`src/rtl/decrypt_pkg.sv`:
```
// Shared types, constants and the LFSR step function for the decrypt engine.
package decrypt_pkg;

   localparam int unsigned ADDR_W    = 8;
   localparam int unsigned DATA_W    = 8;
   localparam int unsigned LFSR_W    = 7;
   localparam int unsigned TAP_IDX_W = 4;
   localparam int unsigned PERR_W    = 7;
   localparam int unsigned CNT_W     = 8;
   localparam int unsigned N_TAPS    = 9;
   localparam int unsigned PRE_CHECK = 10;

   localparam logic [DATA_W-1:0]    PAD_CHAR = 8'h20;
   localparam logic [TAP_IDX_W-1:0] TAP_NONE = 4'hF;

   // Candidate feedback patterns; index order sets match priority.
   localparam logic [LFSR_W-1:0] TAP_TABLE [N_TAPS] = '{
      7'h60, 7'h48, 7'h78, 7'h72, 7'h6A, 7'h69, 7'h5C, 7'h7E, 7'h7B
   };

   typedef enum logic [2:0] {
      IDLE,
      LOAD,
      SEARCH,
      DECRYPT,
      DONE
   } state_e;

   // Shift left, feedback is the parity of the tapped bits.
   function automatic logic [LFSR_W-1:0] lfsr_step(input logic [LFSR_W-1:0] s,
                                                   input logic [LFSR_W-1:0] tap);
      return {s[LFSR_W-2:0], ^(s & tap)};
   endfunction

endpackage

```
`src/rtl/lfsr7_step.sv`:
```
// 7-bit LFSR state register with load and step controls.
// Ports: clk_i/rst_ni clock and async reset; load_i loads load_val_i;
// step_i advances using tap_i; state_o current state; step_c_o the
// combinational next state for the current tap.
module lfsr7_step
   import decrypt_pkg::*;
(
   input  logic              clk_i,
   input  logic              rst_ni,
   input  logic              load_i,
   input  logic [LFSR_W-1:0] load_val_i,
   input  logic              step_i,
   input  logic [LFSR_W-1:0] tap_i,
   output logic [LFSR_W-1:0] state_o,
   output logic [LFSR_W-1:0] step_c_o
);

   logic [LFSR_W-1:0] state_q, state_d;

   assign step_c_o = lfsr_step(state_q, tap_i);
   assign state_o  = state_q;

   // Load wins over step.
   always_comb begin
      state_d = state_q;
      if (load_i) begin
         state_d = load_val_i;
      end else if (step_i) begin
         state_d = step_c_o;
      end
   end

   always_ff @(posedge clk_i or negedge rst_ni) begin
      if (!rst_ni) begin
         state_q <= '0;
      end else begin
         state_q <= state_d;
      end
   end

endmodule

```
`src/rtl/lfsr_decrypt_engine.sv`:
```
// LFSR stream decryptor: recovers tap pattern and seed from a space preamble,
// then decrypts MSG_LEN bytes from MSG_BASE into OUT_BASE.
// Ports: clk, init_n (async active-low reset); req/ack start/complete
// handshake; mem_addr/mem_rd_data/mem_wr_en/mem_wr_data data-memory port
// (async read, sync write); tap_sel, lfsr_seed, match_err, parity_errs status.
module lfsr_decrypt_engine
   import decrypt_pkg::*;
#(
   parameter int unsigned MSG_BASE = 64,
   parameter int unsigned OUT_BASE = 0,
   parameter int unsigned MSG_LEN  = 64
) (
   input  logic                 clk,
   input  logic                 init_n,
   input  logic                 req,
   output logic                 ack,
   output logic [ADDR_W-1:0]    mem_addr,
   input  logic [DATA_W-1:0]    mem_rd_data,
   output logic                 mem_wr_en,
   output logic [DATA_W-1:0]    mem_wr_data,
   output logic [TAP_IDX_W-1:0] tap_sel,
   output logic [LFSR_W-1:0]    lfsr_seed,
   output logic                 match_err,
   output logic [PERR_W-1:0]    parity_errs
);

   state_e                state_q, state_d;
   logic                  req_q, req_d;
   logic [CNT_W-1:0]      cnt_q, cnt_d;
   logic [TAP_IDX_W-1:0]  t_q, t_d;
   logic [TAP_IDX_W-1:0]  j_q, j_d;
   logic                  wr_phase_q, wr_phase_d;
   logic                  ack_q, ack_d;
   logic [ADDR_W-1:0]     mem_addr_q, mem_addr_d;
   logic                  mem_wr_en_q, mem_wr_en_d;
   logic [DATA_W-1:0]     mem_wr_data_q, mem_wr_data_d;
   logic [TAP_IDX_W-1:0]  tap_sel_q, tap_sel_d;
   logic [LFSR_W-1:0]     seed_q, seed_d;
   logic                  match_err_q, match_err_d;
   logic [PERR_W-1:0]     perr_q, perr_d;
   logic [LFSR_W-1:0]     pre_q [PRE_CHECK];

   logic                  lfsr_load_c, lfsr_step_c, pre_we_c;
   logic [LFSR_W-1:0]     lfsr_s, lfsr_nxt;
   logic [LFSR_W-1:0]     pre_val_c;
   logic                  parity_bad_c;

   assign pre_val_c    = mem_rd_data[LFSR_W-1:0] ^ PAD_CHAR[LFSR_W-1:0];
   assign parity_bad_c = mem_rd_data[DATA_W-1] != ^mem_rd_data[LFSR_W-1:0];

   // Single LFSR reused for pattern search and keystream generation.
   lfsr7_step u_lfsr (
      .clk_i      (clk),
      .rst_ni     (init_n),
      .load_i     (lfsr_load_c),
      .load_val_i (pre_q[0]),
      .step_i     (lfsr_step_c),
      .tap_i      (TAP_TABLE[t_q]),
      .state_o    (lfsr_s),
      .step_c_o   (lfsr_nxt)
   );

   // Next-state and registered-output logic; addresses are issued one
   // cycle ahead so they are valid in the cycle that uses them.
   always_comb begin
      state_d       = state_q;
      req_d         = 1'b0;
      cnt_d         = cnt_q;
      t_d           = t_q;
      j_d           = j_q;
      wr_phase_d    = wr_phase_q;
      ack_d         = 1'b0;
      mem_addr_d    = '0;
      mem_wr_en_d   = 1'b0;
      mem_wr_data_d = '0;
      tap_sel_d     = tap_sel_q;
      seed_d        = seed_q;
      match_err_d   = match_err_q;
      perr_d        = perr_q;
      lfsr_load_c   = 1'b0;
      lfsr_step_c   = 1'b0;
      pre_we_c      = 1'b0;

      case (state_q)
         IDLE: begin
            // req is only tracked here, so an edge seen while leaving DONE is ignored.
            req_d = req;
            if (req_q && !req) begin
               state_d     = LOAD;
               cnt_d       = '0;
               mem_addr_d  = ADDR_W'(MSG_BASE);
               tap_sel_d   = TAP_NONE;
               seed_d      = '0;
               match_err_d = 1'b0;
               perr_d      = '0;
            end
         end

         LOAD: begin
            pre_we_c = 1'b1;
            if (cnt_q == CNT_W'(PRE_CHECK - 1)) begin
               state_d     = SEARCH;
               seed_d      = pre_q[0];
               lfsr_load_c = 1'b1;
               t_d         = '0;
               j_d         = TAP_IDX_W'(1);
            end else begin
               cnt_d      = cnt_q + CNT_W'(1);
               mem_addr_d = ADDR_W'(MSG_BASE) + ADDR_W'(cnt_d);
            end
         end

         SEARCH: begin
            if (lfsr_nxt == pre_q[j_q]) begin
               if (j_q == TAP_IDX_W'(PRE_CHECK - 1)) begin
                  state_d     = DECRYPT;
                  tap_sel_d   = t_q;
                  lfsr_load_c = 1'b1;
                  cnt_d       = '0;
                  wr_phase_d  = 1'b0;
                  mem_addr_d  = ADDR_W'(MSG_BASE);
               end else begin
                  j_d         = j_q + TAP_IDX_W'(1);
                  lfsr_step_c = 1'b1;
               end
            end else if (t_q == TAP_IDX_W'(N_TAPS - 1)) begin
               state_d     = DONE;
               match_err_d = 1'b1;
            end else begin
               t_d         = t_q + TAP_IDX_W'(1);
               j_d         = TAP_IDX_W'(1);
               lfsr_load_c = 1'b1;
            end
         end

         DECRYPT: begin
            if (!wr_phase_q) begin
               // Read cycle: capture the byte straight into the write payload.
               wr_phase_d    = 1'b1;
               mem_addr_d    = ADDR_W'(OUT_BASE) + ADDR_W'(cnt_q);
               mem_wr_en_d   = 1'b1;
               mem_wr_data_d = {1'b0, mem_rd_data[LFSR_W-1:0] ^ lfsr_s};
               if (parity_bad_c && (perr_q != {PERR_W{1'b1}})) begin
                  perr_d = perr_q + PERR_W'(1);
               end
            end else begin
               lfsr_step_c = 1'b1;
               wr_phase_d  = 1'b0;
               if (cnt_q == CNT_W'(MSG_LEN - 1)) begin
                  state_d = DONE;
               end else begin
                  cnt_d      = cnt_q + CNT_W'(1);
                  mem_addr_d = ADDR_W'(MSG_BASE) + ADDR_W'(cnt_d);
               end
            end
         end

         DONE: begin
            if (req) begin
               state_d = IDLE;
            end else begin
               ack_d = 1'b1;
            end
         end

         default: state_d = IDLE;
      endcase
   end

   always_ff @(posedge clk or negedge init_n) begin
      if (!init_n) begin
         state_q       <= IDLE;
         req_q         <= 1'b0;
         cnt_q         <= '0;
         t_q           <= '0;
         j_q           <= '0;
         wr_phase_q    <= 1'b0;
         ack_q         <= 1'b0;
         mem_addr_q    <= '0;
         mem_wr_en_q   <= 1'b0;
         mem_wr_data_q <= '0;
         tap_sel_q     <= TAP_NONE;
         seed_q        <= '0;
         match_err_q   <= 1'b0;
         perr_q        <= '0;
      end else begin
         state_q       <= state_d;
         req_q         <= req_d;
         cnt_q         <= cnt_d;
         t_q           <= t_d;
         j_q           <= j_d;
         wr_phase_q    <= wr_phase_d;
         ack_q         <= ack_d;
         mem_addr_q    <= mem_addr_d;
         mem_wr_en_q   <= mem_wr_en_d;
         mem_wr_data_q <= mem_wr_data_d;
         tap_sel_q     <= tap_sel_d;
         seed_q        <= seed_d;
         match_err_q   <= match_err_d;
         perr_q        <= perr_d;
      end
   end

   // Preamble keystream registers, filled during LOAD.
   always_ff @(posedge clk or negedge init_n) begin
      if (!init_n) begin
         for (int unsigned k = 0; k < PRE_CHECK; k++) begin
            pre_q[k] <= '0;
         end
      end else if (pre_we_c) begin
         pre_q[cnt_q[TAP_IDX_W-1:0]] <= pre_val_c;
      end
   end

   assign ack         = ack_q;
   assign mem_addr    = mem_addr_q;
   assign mem_wr_en   = mem_wr_en_q;
   assign mem_wr_data = mem_wr_data_q;
   assign tap_sel     = tap_sel_q;
   assign lfsr_seed   = seed_q;
   assign match_err   = match_err_q;
   assign parity_errs = perr_q;

endmodule

```
`config.mk`:
```
export PLATFORM = sky130hd
export DESIGN_NAME = lfsr_decrypt_engine
export DESIGN_NICKNAME = d
export VERILOG_FILES = /design/src/rtl/decrypt_pkg.sv /design/src/rtl/lfsr7_step.sv /design/src/rtl/lfsr_decrypt_engine.sv
export SDC_FILE = /design/constraint.sdc
export NUM_CORES = 1
export LEC_CHECK = 0
export CAP_MARGIN = 5
export CELL_PAD_IN_SITES_DETAIL_PLACEMENT = 1
export CELL_PAD_IN_SITES_GLOBAL_PLACEMENT = 2
export CORE_ASPECT_RATIO = 1.5
export CORE_MARGIN = 2
export CORE_UTILIZATION = 40
export CTS_CLUSTER_SIZE = 10
export DETAILED_ROUTE_END_ITERATION = 16
export PLACE_DENSITY_LB_ADDON = 0.1
export SYNTH_ARGS = -nofsm -noshare
export SYNTH_HDL_FRONTEND = slang
export SYNTH_SLANG_ARGS = --single-unit
```
`constraint.sdc`:
```
create_clock -name clk -period 3.7 [get_ports clk]
set_input_delay 0.555 -clock clk [delete_from_list [all_inputs] [get_ports clk]]
set_output_delay 0.555 -clock clk [all_outputs]
set_load 0.02 [all_outputs]
```
# Yosys cells after proc, flatten, opt, wreduce, memory -nomap -nowiden
# Memory sizes are Yosys's and may differ from the RTL's.
# Index checks and enable logic that the tools add are counted.
# W data, S select, Z words.
[op_classes] n_reduce_logical=23 bitwise=6 n_eq_ne=29 addsub=5 muxes=76 order_cmp=4
[op_table] operator="$mux W7" count=16
[op_table] operator="$mux W8" count=9
[op_table] operator="$bwmux W70" count=1
[op_table] operator="$pmux W8 S4" count=2
[op_table] operator="$mux W4" count=10
[op_table] operator="$bmux W7 S4" count=1
[op_table] operator="$demux W7 S4" count=1
[op_table] operator="$ne A2 B2 Y1 const B" count=14
[op_table] operator="$pmux W7 S2" count=2
[op_table] operator="$mux W3" count=8
[op_table] operator="$pmux W4 S2" count=3
[op_table] operator="$reduce_and A4 Y1" count=5
[op_table] operator="$mux W1" count=18
[op_table] operator="$ge A5 B5 Y1 const B" count=3
[op_table] operator="$not A4 Y5" count=3
[op_table] operator="$pmux W3 S5" count=1
[op_table] operator="$reduce_and A7 Y1" count=2
[op_table] operator="$reduce_xor A7 Y1" count=2
[op_table] operator="$ne A3 B3 Y1 const B" count=4
[op_table] operator="$reduce_bool A2 Y1" count=6
[op_table] operator="$add A4 B1 Y4 const B" count=2
[op_table] operator="$add A7 B8 Y8 const A" count=1
[op_table] operator="$add A8 B1 Y8 const B" count=1
[op_table] operator="$eq A4 B4 Y1 const B" count=2
[op_table] operator="19 further kinds" count=26
[totals] mem_count=1 inputBits=11 out_inout_bits=37 reg_bits=135 romBits=112 wordCells=169
[mem_list] memory="(no name shown)" depth=16 word_bits=7 read_ports=1 rd_ports_with_merged_regs=0 wr=0 line_no="lfsr_decrypt_engine.sv:58" source=".tap_i (TAP_TABLE[t_q]),"

# Depth between registers and ports, before layout
[depth] depth_word=11 mapped_depth=13 depth_no_buf=10

# By module
# From an unflattened synthesis, not the netlist that was laid out.
[hier_totals] hier_cells=617 area_unflattened_um2=6885.4
[by_module_without_submodules] mod="lfsr_decrypt_engine" cells_each=570 area_per_inst_um2=6432.4 seq_area_each_um2=3183.1 instances=1
[by_module_without_submodules] mod="lfsr7_step" cells_each=47 area_per_inst_um2=452.9 seq_area_each_um2=175.2 instances=1

# Worst setup path after synthesis
# OpenSTA, ideal clock, no wires.
[synth_timing] path_type="reg2reg" startpoint="register t_q[1]" endpoint="register u_lfsr.state_q[4] (netlist: u_lfsr.state_o[4])" slack_ns=0.560 synth_period_minus_slack_ns=3.140 path_stages_with_launch=13 required_ns=3.577 setup_ns=0.123 arrival_ns=3.017 n_path_buf=2 cell_sequence="dfrtp_1 clkbuf_1 inv_1 ha_1 o31ai_1 xnor3_1 xnor3_1 xor3_1 and4_1 nand3_2 and3_1 buf_1 o221a_1"
[synth_between] elab_chain_cells=10 word_cells_on_any_way=15 classes_between="2 x eq/ne; 8 x mux; 2 x bitwise; 2 x reduce/logical; 1 x memory"
[synth_lines] item="start, declared" line_no="lfsr_decrypt_engine.sv:30" source="logic [TAP_IDX_W-1:0] t_q, t_d;"
[synth_lines] item="start signal, assigned" line_no="lfsr_decrypt_engine.sv:190" source="t_q <= t_d;"
[synth_lines] item="$not A4 Y5 (not written as such)" line_no="lfsr_decrypt_engine.sv:58"
[synth_lines] item="$mem_v2 Z16 W7"
[synth_lines] item="$mux W7 (not written as such) (2 in series)" line_no="lfsr_decrypt_engine.sv:58"
[synth_lines] item="$and A7 B7 Y7" line_no="decrypt_pkg.sv:32" source="return {s[LFSR_W-2:0], ^(s & tap)};"
[synth_lines] item="$reduce_xor A7 Y1" line_no="decrypt_pkg.sv:32"
[synth_lines] item="$eq A7 B7 Y1" line_no="lfsr_decrypt_engine.sv:114" source="if (lfsr_nxt == pre_q[j_q]) begin"
[synth_lines] item="$mux W1" line_no="lfsr_decrypt_engine.sv:114"
[synth_lines] item="$pmux W1 S2" line_no="lfsr_decrypt_engine.sv:84" source="case (state_q)"
[synth_lines] item="$mux W7 or $reduce_bool A2 Y1 (tied branches)"
[synth_lines] item="end signal, assigned" line_no="lfsr7_step.sv:37" source="state_q <= state_d;"
[synth_lines] item="end, declared" line_no="lfsr7_step.sv:18" source="logic [LFSR_W-1:0] state_q, state_d;"
# Several ways; a longest one is shown, not always the timed one. The select of a mux whose other input is x is not followed.
# A chain may end at the register's enable or synchronous reset.

# Worst setup path after layout
[layout_timing] startpoint="register t_q[0]" endpoint="register t_q[3]"
[layout_between] elab_chain_cells=9 word_cells_on_any_way=15 classes_between="1 x add/sub; 4 x eq/ne; 5 x mux; 2 x bitwise; 2 x reduce/logical; 1 x memory"
[layout_lines] item="$not A4 Y5 (not written as such)" line_no="lfsr_decrypt_engine.sv:58"
[layout_lines] item="$mem_v2 Z16 W7"
[layout_lines] item="$mux W7 (not written as such) (2 in series)" line_no="lfsr_decrypt_engine.sv:58"
[layout_lines] item="$and A7 B7 Y7" line_no="decrypt_pkg.sv:32"
[layout_lines] item="$reduce_xor A7 Y1" line_no="decrypt_pkg.sv:32"
[layout_lines] item="$eq A7 B7 Y1" line_no="lfsr_decrypt_engine.sv:114"
[layout_lines] item="$ne A2 B2 Y1 (no source line)"
[layout_lines] item="$reduce_and A4 Y1 (no source line)"
# Several ways; a longest one is shown, not always the timed one. The select of a mux whose other input is x is not followed.

==> results.json <==
{
  "synth-seq-area-share_pct": 49.5,
  "power_w": 0.00650,
  "synth_top_flop_cell": "dfrtp_1",
  "drv_cap": 0,
  "detail_route.iter0.violations": 224,
  "synth_top_family_by_area": "multiplexers",
  "async_flop_share_pct": 100,
  "fin_nets": 661,
  "vias": 4772,
  "grtUsageTotal_pct": 22.7,
  "ios": 48,
  "cellPowerDensity_nw_per_um2": 805,
  "synth.most_common_cell": "dfrtp_1",
  "grt_pass1_vias": 5220,
  "finalHoldViolCount": 0,
  "cp-end-kind": "register",
  "dieArea_sq_um": 18000,
  "syn_inst": 588,
  "p_int_w": 0.00416,
  "first_pass_iters": 4,
  "numCtsBuffers": 17,
  "antenna_found_initial": 0,
  "holdWs_ps": 221,
  "seq_power_share_pct": 38.1,
  "core_sq_um": 16700,
  "synth_compound_area_share_pct": 12.0,
  "grt_overflow": 0,
  "crit_chain": "inv_1 > ha_1 > o31ai_1 > xnor3_1 > xnor3_1 > xor3_1 > nand4_2 > o21ai_4 > buf_4 > buf_4 > or3_1 > a21oi_1",
  "switchingPower_w": 0.00234,
  "nFillCells": 1777,
  "cts_tree": "done",
  "synthSimpleGateAreaFrac_pct": 12.2,
  "synth_top_area_cell": "dfrtp_1",
  "clockPowerShare_pct": 25.5,
  "reg2reg_depth": 12,
  "crit_arrival_ps": 3760,
  "critical_path_class": "reg -> reg",
  "finalWirelength_microns": 19000,
  "syn_area_sq_um": 6790,
  "clock-sinks": 134,
  "syn-num-nets": 610,
  "clockRootBuffer": "clkbuf_16",
  "gp_congestion": 0.828,
  "avgSynthCellArea_sq_um": 11.5,
  "slew_violations": 0,
  "clk_pin_slew_ps": 60,
  "cp-start-kind": "register",
  "p_leak_nw": 3.52,
  "diodes": 0,
  "fp.dieH_microns": 164,
  "critPathMaxStageDelay_ps": 460,
  "slew_headroom_pct": 40.0,
  "crit_fanout": 7,
  "via_per_inst": 5.54,
  "instances_no_fill": 862,
  "layout-drive-gt1-share_pct": 20.9,
  "cpLargestDelayFamily": "XOR/XNOR gates",
  "synth_cell_types": 75,
  "synth_mux_area_share_pct": 16.4,
  "yosysWarnings": 0,
  "tightest_slew_ps": 900,
  "tns_ps": 0,
  "die_w_microns": 110,
  "clkLatencyLatePin_ps": 420,
  "dp.cells": 826,
  "initial_core_util_pct": 40.7,
  "cts_buffer_depth": 2,
  "path_buf_inv": 3,
  "setup_viol": 0,
  "ys_ff_latch": 134,
  "route.detailed.drc": 0,
  "synth_commonest_cells": "dfrtp_1 (130), mux2_2 (61), nand2_1 (40)",
  "wl_per_cell_microns": 22.1,
  "r2r-end": "t_q[3]$_DFFE_PN0P_",
  "cp_data_required_time_ps": 4040,
  "ir_drop_mv": 0.342,
  "synth-edff-count": 0,
  "fp-row-count": 58,
  "cpMaxStageDelayCell": "dfrtp_1",
  "synthAdderAreaFrac_pct": 2.03,
  "period_share_pct": 92.5,
  "yosys.area.top_type_share_pct": 47.9,
  "rsz0062_at_grt": "no",
  "grt_pass1_wl_microns": 29900,
  "ant_nets": 0,
  "swShare_pct": 36.0,
  "r2r_slack_ps": 280,
  "r2r-start": "t_q[0]$_DFFE_PN0P_",
  "setup_slack_ps": 277,
  "pwr-share-comb_pct": 36.3,
  "holdCritPathClass": "in -> async",
  "pre_cts_ws_ps": 188,
  "synth_area_leaders": "dfrtp_1 (48%), mux2_2 (10%), mux2i_1 (4.0%), mux4_2 (2.3%), nand2_1 (2.2%)",
  "area_growth_syn_to_layout_pct": 19.0,
  "fmax_ghz": 0.292,
  "status": "finished, final reports clean",
  "htreeDepth": 4,
  "io_buffers": 46,
  "synthXorXnorAreaFrac_pct": 3.98,
  "grt_max_degree": 97,
  "finClkSkew_ps": 8.32,
  "post-route-min-period_ps": 3420,
  "place_hpwl_microns": 13700
}
-- what timing repair did --
item | CTS | global route
buffers inserted | 0 | 4
resized for setup | 0 | 3
hold buffers | 0 | 0
endpoints found under the setup margin | 0 | 10
-- cells by family after synthesis --
group / count (synthesis)
AO/OA/AOI/OAI: 111
AND/OR/NAND/NOR: 159
buffers and inverters: 51
flip-flops: 134
adder cells (fa/ha/maj): 11
other: 1
XOR/XNOR: 26
multiplexers: 95
-- cell usage in the layout, fill, tap and decap left out, drive strengths merged, types with 9 or more instances in the layout --
master         count
clkdlybuf4s50     45
mux2i             27
nand3             18
dfrtp            130
nor3              17
ha                11
a22o               9
nor2              34
xnor2             15
buf               23
mux2              61
inv               15
a21oi             18
clkbuf            24
nand2             40
o21ai             30
-- registers in the layout (all words and copies together) (netlist names), 4 cells and up --
register / cells
parity_errs: 7
tap_sel: 4
pre_q: 70
cnt_q: 8
u_lfsr.state_o: 7
j_q: 4
mem_wr_data: 7
t_q: 4
lfsr_seed: 7
mem_addr: 8
-- layout make-up --
type                       instances  area (sq um)  share of cell area, %
multi-input combinational        403          3180                   39.4
tap                              210           263                   3.25
sequential                       134          3360                   41.6
clock buffer                      24           472                   5.84
inverter                          15          56.3                  0.697
clock inverter                     8           101                   1.26
timing repair buffer              68           639                   7.92
-- power by group through the flow --
stage / combinational, W / sequential [W] / clock [W]
floorplan: 0.00185 / 0.00226 / 0
global placement: 0.00229 / 0.00247 / 0
detailed placement: 0.00236 / 0.00250 / 0
CTS: 0.00237 / 0.00248 / 0.00170
global route: 0.00259 / 0.00255 / 0.00176
finish: 0.00236 / 0.00248 / 0.00166
-- worst max path at each step --
stage,start,endpoint,cells after the start
final,t_q[0]$_DFFE_PN0P_,t_q[3]$_DFFE_PN0P_,12
after global routing,t_q[0]$_DFFE_PN0P_,state_q[1]$_DFFE_PN0P_,10
after CTS,t_q[1]$_DFFE_PN0P_,u_lfsr.state_o[4]$_DFFE_PN0P_,10
after detailed placement,t_q[1]$_DFFE_PN0P_,u_lfsr.state_o[6]$_DFFE_PN0P_,10
after global placement,j_q[2]$_DFFE_PN0P_,u_lfsr.state_o[2]$_DFFE_PN0P_,8
after floorplan,t_q[1]$_DFFE_PN0P_,u_lfsr.state_o[4]$_DFFE_PN0P_,12
-- per-stage QoR --
stage	instance area, sq um	util [%]
final	8070	48.4
after global routing	8070	48.4
after CTS	8030	48.1
after detailed placement	7460	44.7
after global placement	7460	44.7
after floorplan	6790	-
-- per-layer routing --
layer | GRT usage [%] | part of all wire (%) | vias up
li1 | - | - | 2243
met4 | 8.01 | 2.4 | 0
met1 | 26.0 | 40 | 2429
met3 | 4.55 | 2.8 | 26
met2 | 41.3 | 55 | 74
met5 | 0 | 0 | -
No activity file was read; power rests on OpenSTA's default activity.
